===== src/rtl/pes_cg_ctrl.sv =====
// pes_cg_ctrl: clock-gating controller producing one registered ICG enable per
// gated domain. A domain is gated off after IDLE_CYCLES consecutive idle edges
// and woken by activity, a 4-phase wake request or the global force_on.
// Optional build macro: CG_STATS_EN adds gate_cnt, a saturating per-domain
// count of RUN->OFF transitions (one byte per domain).
module pes_cg_ctrl #(
    parameter int unsigned N_DOM       = 2,
    parameter int unsigned IDLE_CYCLES = 8,
    parameter int unsigned WAKE_CYCLES = 2
) (
    input  logic             clk,
    input  logic             rst,
    input  logic [N_DOM-1:0] busy,
    input  logic [N_DOM-1:0] wake_req,
    input  logic             force_on,
    output logic [N_DOM-1:0] cg_en,
    output logic [N_DOM-1:0] wake_ack,
    output logic [N_DOM-1:0] gated
`ifdef CG_STATS_EN
    ,
    output logic [N_DOM*8-1:0] gate_cnt
`endif
);

    typedef enum logic [1:0] {
        ST_RUN,
        ST_OFF,
        ST_WAKE
    } state_t;

    localparam logic [7:0] IDLE_LAST = 8'(IDLE_CYCLES - 1);
    localparam logic [7:0] WAKE_LAST = 8'(WAKE_CYCLES - 1);

    for (genvar i = 0; i < N_DOM; i++) begin : g_dom
        state_t     state_q, state_d;
        logic [7:0] cnt_q, cnt_d;
        logic       ack_q, ack_d;
        logic       cg_en_q;
        logic       gated_q;
        logic       idle;
        logic       wake_evt;

        // An outstanding ack keeps the domain awake until the requester finishes
        assign idle     = ~busy[i] & ~wake_req[i] & ~ack_q & ~force_on;
        assign wake_evt = busy[i] | wake_req[i] | force_on;

        // Next-state, counter and acknowledge logic for this domain
        always_comb begin
            state_d = state_q;
            cnt_d   = cnt_q;
            ack_d   = ack_q;
            unique case (state_q)
                ST_RUN: begin
                    if (!idle) begin
                        cnt_d = '0;
                    end else if (cnt_q == IDLE_LAST) begin
                        state_d = ST_OFF;
                        cnt_d   = '0;
                    end else begin
                        cnt_d = cnt_q + 8'd1;
                    end
                end
                ST_OFF: begin
                    if (wake_evt) begin
                        state_d = ST_WAKE;
                        cnt_d   = '0;
                    end
                end
                ST_WAKE: begin
                    if (cnt_q == WAKE_LAST) begin
                        state_d = ST_RUN;
                        cnt_d   = '0;
                    end else begin
                        cnt_d = cnt_q + 8'd1;
                    end
                end
                default: begin
                    state_d = ST_RUN;
                    cnt_d   = '0;
                end
            endcase

            if (!wake_req[i]) begin
                ack_d = 1'b0;
            end else if (state_q == ST_RUN ||
                         (state_q == ST_WAKE && cnt_q == WAKE_LAST)) begin
                ack_d = 1'b1;
            end
        end

        // State register; enables are registered from the next state so cg_en
        // rises on the same edge that leaves OFF
        always_ff @(posedge clk or posedge rst) begin
            if (rst) begin
                state_q <= ST_RUN;
                cnt_q   <= '0;
                ack_q   <= 1'b0;
                cg_en_q <= 1'b1;
                gated_q <= 1'b0;
            end else begin
                state_q <= state_d;
                cnt_q   <= cnt_d;
                ack_q   <= ack_d;
                cg_en_q <= (state_d != ST_OFF);
                gated_q <= (state_d == ST_OFF);
            end
        end

        assign cg_en[i]    = cg_en_q;
        assign wake_ack[i] = ack_q;
        assign gated[i]    = gated_q;

`ifdef CG_STATS_EN
        logic [7:0] gcnt_q;

        // Saturating count of RUN->OFF transitions
        always_ff @(posedge clk or posedge rst) begin
            if (rst) begin
                gcnt_q <= '0;
            end else if (state_q == ST_RUN && state_d == ST_OFF && gcnt_q != 8'hFF) begin
                gcnt_q <= gcnt_q + 8'd1;
            end
        end

        assign gate_cnt[i*8 +: 8] = gcnt_q;
`endif
    end

endmodule

===== config.mk =====
export PLATFORM = sky130hd
export DESIGN_NAME = pes_cg_ctrl
export DESIGN_NICKNAME = d
export VERILOG_FILES = /design/src/rtl/pes_cg_ctrl.sv
export SDC_FILE = /design/constraint.sdc
export NUM_CORES = 1
export LEC_CHECK = 0
export CAP_MARGIN = 20
export CORE_AREA = 2 2 57 59
export DETAILED_ROUTE_END_ITERATION = 10
export DIE_AREA = 0 0 59 61
export PLACE_DENSITY_LB_ADDON = 0.12
export SKIP_LAST_GASP = 1
export SLEW_MARGIN = 20
export SYNTH_ARGS = -nofsm -noshare
export SYNTH_HDL_FRONTEND = slang
export SYNTH_SLANG_ARGS = --single-unit

===== constraint.sdc =====
create_clock -name clk -period 1.96 [get_ports clk]
set_input_delay 0.392 -clock clk [delete_from_list [all_inputs] [get_ports clk]]
set_output_delay 0.392 -clock clk [all_outputs]
set_load 0.1 [all_outputs]

==> reports/metrics.yaml, run 1 <==
maxSlewViolCount: 0
cts.sinks: 26
clk_pin_slew_ns: 0.15
row_count: 20
grt_use_met1_pct: 20.77
async_reset_ff_share_pct: 100.0
synth_top_cell_by_area: "dfrtp_1"
swShare_pct: 25.67
synth.yosys.seq_area_share_pct: 44.05
root_buffer: "clkbuf_4"
cts_buffers: 3
rr_endpoint: "g_dom[1].cnt_q[5]$_DFFE_PP0P_"
post-dp-hpwl_mm: 2.071
yosysMostFrequentCell: "dfrtp_1"
fin_skew_ns: 0.009014
p_int_mw: 0.6696
setup_violations: 0
crit_required_ns: 2.18
drt_iter0_drc: 69
drc: 0
initial_core_util_pct: 50.21
syn_area_per_cell_um2: 9.691
fin_cells: 204
drt-wirelength-per-cell_um: 13.69
grt_usage_pct: 16.97
use_met3_pct: 1.919
synthToLayoutAreaGrowth_pct: 16.20
timing.setup.tns_ns: 0
ir_drop_mv: 0.2664
clk_latency_ns: 0.32
synth_top_area_share_pct: 40.51
critPathLaunchType: "flop"
dpl.cell_count: 200
p_seq_share_pct: 61.8
cts_buffer_depth: 2
routabilityCongestion: 0.8505
overflow: 0
layout.nets: 183
cap_violations: 0
dieArea_mm2: 0.003599
r2r-start: "g_dom[1].cnt_q[1]$_DFFE_PP0P_"
antenna_cells: 0
drt_pass1_iterations: 5
rsz0062_at_grt: "no"
cts_setup_buffers: 0
cts_resized: 0
synth_nets: 164
worst_pin_slew_ns: 0.3541
grt_max_degree: 27
grtUsageMet2_pct: 29.84
p_per_area_mw_per_mm2: 522.8
via_per_inst: 5.814
htree_levels: 1
min_path_type: "in -> async"
final_hold_viol_count: 0
crit_arrival_ns: 2.06
synth_flop_cell: "dfrtp_1"
io_pins: 13
synth_cells: 153
syn-cell-area_mm2: 0.001483
status: "finished clean"
top_usage_layer: "met2"
die_h_um: 61
synth_edf_count: 0
nFillCells: 263
synthTopCellsByArea: "dfrtp_1, nand2_1, dfstp_2"
wl_mm: 2.792
port_buffers: 12
crit_path_end_kind: "flop"
max_slew_margin_pct: 76.39
reg2reg_slack_ns: 0.13
antenna_found_initial: 0
core_mm2: 0.002953
ctsHoldBuffers: 0
pwr-share-clk_pct: 26.3
synth.top_cells.by_count: "dfrtp_1, nand2_1, nor2_1, a21oi_1"
yosysUniqueCellTypes: 44
period_needed_ns: 1.832
synth.yosys.warnings: 0
synth-seq-cells: 26
die_w_um: 59
critical_path_peak_fanout: 8
grt_pass1_wl_mm: 4.705
final_layout_size_suffix_gt1_share_pct: 21.64
p_comb_share_pct: 11.9
grt_pass1_vias: 1133
cts_tree: "built"
switchingPower_mw: 0.2312
p_leak_nw: 0.7307
ant_nets: 0
crit_type: "reg -> reg"
fmax_mhz: 546.0
fin_crit_sh_pct: 93.45
reg2regPathDepth: 7
num_vias: 1186
## sequential cells by signal, summed over array words and instances, names as in the netlist
register,count
g_dom.cnt_q,16
g_dom.ack_q,2
g_dom.gated_q,2
g_dom.state_q,4
g_dom.cg_en_q,2
## per-stage QoR
step                util (%)  setup WS (ns)  cell area [um2]  total power, mW  hold slack [ns]
floorplan                  -         0.3643             1483           0.6315           0.4305
global placement       57.46       -0.02625             1697           0.6726           0.5177
detailed placement     57.46       -0.06566             1697           0.6751           0.5240
CTS                    58.35         0.1054             1723           0.9169           0.4082
global route           58.35        0.01010             1723           0.9416           0.4381
finish                 58.35         0.1284             1723           0.9008           0.4021
## cells in the final DEF, fill, tap and decap left out, types with 3 or more instances in the layout
cell type and instances:
ha_1 4, clkbuf_4 3, inv_1 5, nand2b_1 3
o21ai_1 7, buf_12 4, nor3_1 5, dfrtp_1 24
a21oi_1 9, nand2_1 18, o22ai_1 3, or2_1 3
nor2_1 13, clkdlybuf4s50_1 6, nor4b_2 3, buf_4 11
a21o_1 4, nand3_1 7
## cell type report
cell class / instances / area, um2 / share of cell area, %
Clock buffer: 4 / 26.28 / 1.525
Inverter: 7 / 26.28 / 1.525
Multi-Input combinational cell: 113 / 753.2 / 43.72
Sequential cell: 26 / 653.1 / 37.91
Tap cell: 33 / 41.29 / 2.397
Timing Repair Buffer: 21 / 222.7 / 12.93
## worst max-delay path by stage
stage                                              from                       endpoint
after detailed placement                       force_on  g_dom[1].cnt_q[5]$_DFFE_PP0P_
after CTS                 g_dom[1].cnt_q[1]$_DFFE_PP0P_  g_dom[1].cnt_q[5]$_DFFE_PP0P_
after global placement                         force_on  g_dom[1].cnt_q[5]$_DFFE_PP0P_
final                     g_dom[1].cnt_q[1]$_DFFE_PP0P_  g_dom[1].cnt_q[5]$_DFFE_PP0P_
after global routing      g_dom[1].cnt_q[1]$_DFFE_PP0P_  g_dom[1].cnt_q[5]$_DFFE_PP0P_
after floorplan           g_dom[0].cnt_q[1]$_DFFE_PP0P_  g_dom[0].cnt_q[6]$_DFFE_PP0P_
## worst max-delay path: stages, from the launching register on
cell and delay, ns:
dfrtp_1 0.42, inv_1 0.08, ha_1 0.13, nor4b_2 0.27, a21oi_1 0.15, o21ai_2 0.32, nor3_1 0.08, a211o_1 0.27
## kinds of logic after synthesis
group	count (synthesis)	share of synthesized area (%)
buffers and inverters	14	5.147
AND/OR/NAND/NOR	70	29.28
AO/OA/AOI/OAI	36	16.29
adder cells (fa/ha/maj)	4	3.376
flip-flops	26	44.05
multiplexers	1	0.6751
XOR/XNOR	2	1.182
## layer usage
metal  wire, um  share of wire [%]  up-vias
li1           -                  -      586
met1       1228                 44      581
met4         32                1.1        0
met2       1478                 53       15
met3         53                1.9        4
met5          0                  0        -
## power groups by stage
stage | combinational, mW | sequential [mW] | clock [mW]
floorplan | 0.0689 | 0.563 | 0
global placement | 0.106 | 0.566 | 0
detailed placement | 0.108 | 0.567 | 0
CTS | 0.109 | 0.557 | 0.251
global route | 0.117 | 0.559 | 0.266
finish | 0.107 | 0.557 | 0.237
(Power assumes the default switching activity.)
==> inputs of run 2 (changes only) <==
--- a/config.mk
+++ b/config.mk
@@ -6,9 +6,10 @@
 export NUM_CORES = 1
 export LEC_CHECK = 0
 export CAP_MARGIN = 20
-export CORE_AREA = 2 2 57 59
+export CORE_AREA = 2 2 55 57
 export DETAILED_ROUTE_END_ITERATION = 10
-export DIE_AREA = 0 0 59 61
+export DIE_AREA = 0 0 57 59
+export GPL_TIMING_DRIVEN = 0
 export PLACE_DENSITY_LB_ADDON = 0.12
 export SKIP_LAST_GASP = 1
 export SLEW_MARGIN = 20
==> run 2 against run 1 <==
Utilization is 4.9 points higher. Combinational power shrank 7%. Register-to-register slack about the same. Critical endpoint is now cg_en[0]. Largest power group unchanged. Highest routed layer unchanged.
==> reports/metrics.yaml, run 2 (synthesis results as in run 1) <==
finalPower_mw: 1.028  # was 0.9008 mW
status: "finished clean"  # unchanged
io_pins: 13  # unchanged
crit_arrival_ns: 1.51  # was 2.06 ns
switchingPower_mw: 0.2376  # was 0.2312 mW
post-dp-hpwl_mm: 2.073  # was 2.071 mm
row_count: 19  # was 20
p_leak_nw: 0.7145  # was 0.7307 nW
fin_skew_ns: 0.003641  # was 0.009014 ns
p_seq_share_pct: 54.0  # was 61.8%
antenna_cells: 0  # unchanged
max_slew_margin_pct: 63.86  # was 76.39%
crit_required_ns: 1.57  # was 2.18 ns
crit_slowest_cell: "dfstp_2"  # was dfrtp_1
swShare_pct: 23.11  # was 25.67%
m1WireLength_mm: 1.200  # was 1.228 mm
cap_violations: 0  # unchanged
p_int_mw: 0.7907  # was 0.6696 mW
top_regs: "g_dom.cnt_q: 16 flops, g_dom.state_q: 4 flops"  # unchanged
timing.setup.tns_ns: 0  # unchanged
initial_core_util_pct: 54.71  # was 50.21%
via_per_inst: 5.642  # was 5.814
cts_buffers: 3  # unchanged
critical_path_peak_fanout: 1  # was 8
die_h_um: 59  # was 61 um
p_comb_share_pct: 9.7  # was 11.9%
period_needed_ns: 1.906  # was 1.832 ns
grt_usage_pct: 18.87  # was 16.97%
fin_area_mm2: 0.001715  # was 0.001723 mm2
pwr-share-clk_pct: 36.2  # was 26.3%
routabilityCongestion: 0.7989  # was 0.8505
final_hold_viol_count: 0  # unchanged
core_mm2: 0.002710  # was 0.002953 mm2
grt_max_degree: 27  # unchanged
clk_latency_ns: 0.33  # was 0.32 ns
ir_drop_mv: 0.4681  # was 0.2664 mV
clk_pin_slew_ns: 0.14  # was 0.15 ns
die_w_um: 57  # was 59 um
final_layout_size_suffix_gt1_share_pct: 21.76  # was 21.64%
path_buf_inv: 2  # was 1
root_buffer: "clkbuf_4"  # unchanged
wl_met3_um: 53  # unchanged
wl_mm: 2.768  # was 2.792 mm
fmax_mhz: 524.8  # was 546.0 MHz
slowest_delay_ns: 0.55  # was 0.42 ns
path_cells: "buf_4, clkdlybuf4s15_2"  # was inv_1, ha_1, nor4b_2, a21oi_1, o21ai_2, nor3_1, a211o_1
p_per_area_mw_per_mm2: 599.5  # was 522.8 mW/mm2
overflow: 0  # unchanged
cts_setup_buffers: 0  # unchanged
cts_buffer_depth: 2  # unchanged
final_cell_mix: "dfrtp_1, nand2_1, nor2_1"  # unchanged
crit_path_end_kind: "primary output"  # was flop
rsz0062_at_grt: "no"  # unchanged
layout_commonest_cell: "dfrtp_1"  # unchanged
critPathLaunchType: "flop"  # unchanged
drt-wirelength-per-cell_um: 13.77  # was 13.69 um
layout.nets: 182  # was 183
grt_pass1_vias: 1114  # was 1,133
largest_reg_flops: 16  # unchanged
drc: 0  # unchanged
maxSlewViolCount: 0  # unchanged
setup_violations: 0  # unchanged
cts_tree: "built"  # unchanged
crit_type: "reg -> out"  # was reg -> reg
met2RoutedLength_mm: 1.461  # was 1.478 mm
grt_pass1_wl_mm: 4.850  # was 4.705 mm
num_vias: 1134  # was 1,186
cts.sinks: 26  # unchanged
dpl_cell_area_mm2: 0.001642  # was 0.001697 mm2
drt_pass1_iterations: 4  # was 5
antenna_found_initial: 0  # unchanged
largest_register: "g_dom.cnt_q"  # unchanged
drt_iter0_drc: 22  # was 69
ant_nets: 0  # unchanged
routed.top_layer: "met4"  # unchanged
port_buffers: 12  # unchanged
synthToLayoutAreaGrowth_pct: 15.70  # was 16.20%
fin_crit_sh_pct: 97.22  # was 93.45%
dieArea_mm2: 0.003363  # was 0.003599 mm2
cpLargestDelayFamily: "buffers and inverters"  # was compound AO/OA/AOI/OAI gates
worst_pin_slew_ns: 0.5446  # was 0.3541 ns
min_path_type: "in -> async"  # unchanged
htree_levels: 1  # unchanged
-- run 2: cell types whose count changed in the layout (fill, tap and decap cells not counted) --
cell and delta:
inv_1 -1, clkinv_1 +1, buf_4 -5, clkbuf_1 -1
buf_2 +1, buf_8 +1, bufinv_16 +1, buf_12 -4
clkdlybuf4s15_2 +5, clkdlybuf4s18_2 +1
-- run 2: worst paths after layout --
kind                                               start                             to  slack (ns)  depth (start not counted)
setup / recovery              g_dom[0].cg_en_q$_DFF_PP1_                       cg_en[0]        0.05                          2
hold / removal                                       rst  g_dom[1].cnt_q[4]$_DFFE_PP0P_        0.31                          2
setup reg to reg           g_dom[0].cnt_q[1]$_DFFE_PP0P_  g_dom[0].cnt_q[6]$_DFFE_PP0P_        0.14                          7
hold reg to reg            g_dom[1].cnt_q[0]$_DFFE_PP0P_  g_dom[1].cnt_q[0]$_DFFE_PP0P_        0.54                          1
max in group asynchronous                            rst     g_dom[0].cg_en_q$_DFF_PP1_        1.16                          3
min in group clk           g_dom[1].cnt_q[0]$_DFFE_PP0P_  g_dom[1].cnt_q[0]$_DFFE_PP0P_        0.54                          1
-- run 2: power by group through the flow --
stage,logic (mW),clock network (mW),registers (mW)
global placement,0.0969,0,0.565
CTS,0.0989,0.389,0.556
floorplan,0.0689,0,0.563
global route,0.110,0.403,0.557
finish,0.100,0.373,0.555
detailed placement,0.0993,0,0.565
-- run 2: timing repair --
action,in CTS,in global routing
hold buffers,0,0
gates resized for setup,18,1
setup endpoints to repair,6,1
-- run 2: area by class of cell --
class,instances,area [um2]
Tap cell,31,38.79
Sequential cell,26,653.1
Inverter,7,26.28
Fill cell,244,994.7
Multi-Input combinational cell,113,753.2
Clock inverter,1,30.03
Timing Repair Buffer,13,141.4
Clock buffer,3,22.52
Buffer,7,50.05
-- run 2: routing by layer --
layer / up-vias / track usage, %
li1: 582 / -
met1: 538 / 20.85
met2: 9 / 35.14
met3: 5 / 2.838
met4: 0 / 9.635
met5: - / 0
-- run 2: worst reg2reg max path: cells and delay by family (launching register included) --
kind,cells,cell delay (ns)
AO/OA/AOI/OAI,3,0.73
buffers and inverters,1,0.08
flip-flops,1,0.43
AND/OR/NAND/NOR,2,0.35
adder cells (fa/ha/maj),1,0.14
-- run 2: per-stage QoR --
stage,hold slack [ns],utilization (%),instances,worst slack (ns)
after floorplan,0.4305,-,153,0.3643
after global placement,0.5091,60.57,196,-0.1576
after detailed placement,0.5286,60.57,196,-0.2018
after CTS,0.5486,62.79,200,0.03100
after global routing,0.3164,63.30,201,0.008188
final,0.3083,63.30,201,0.05440
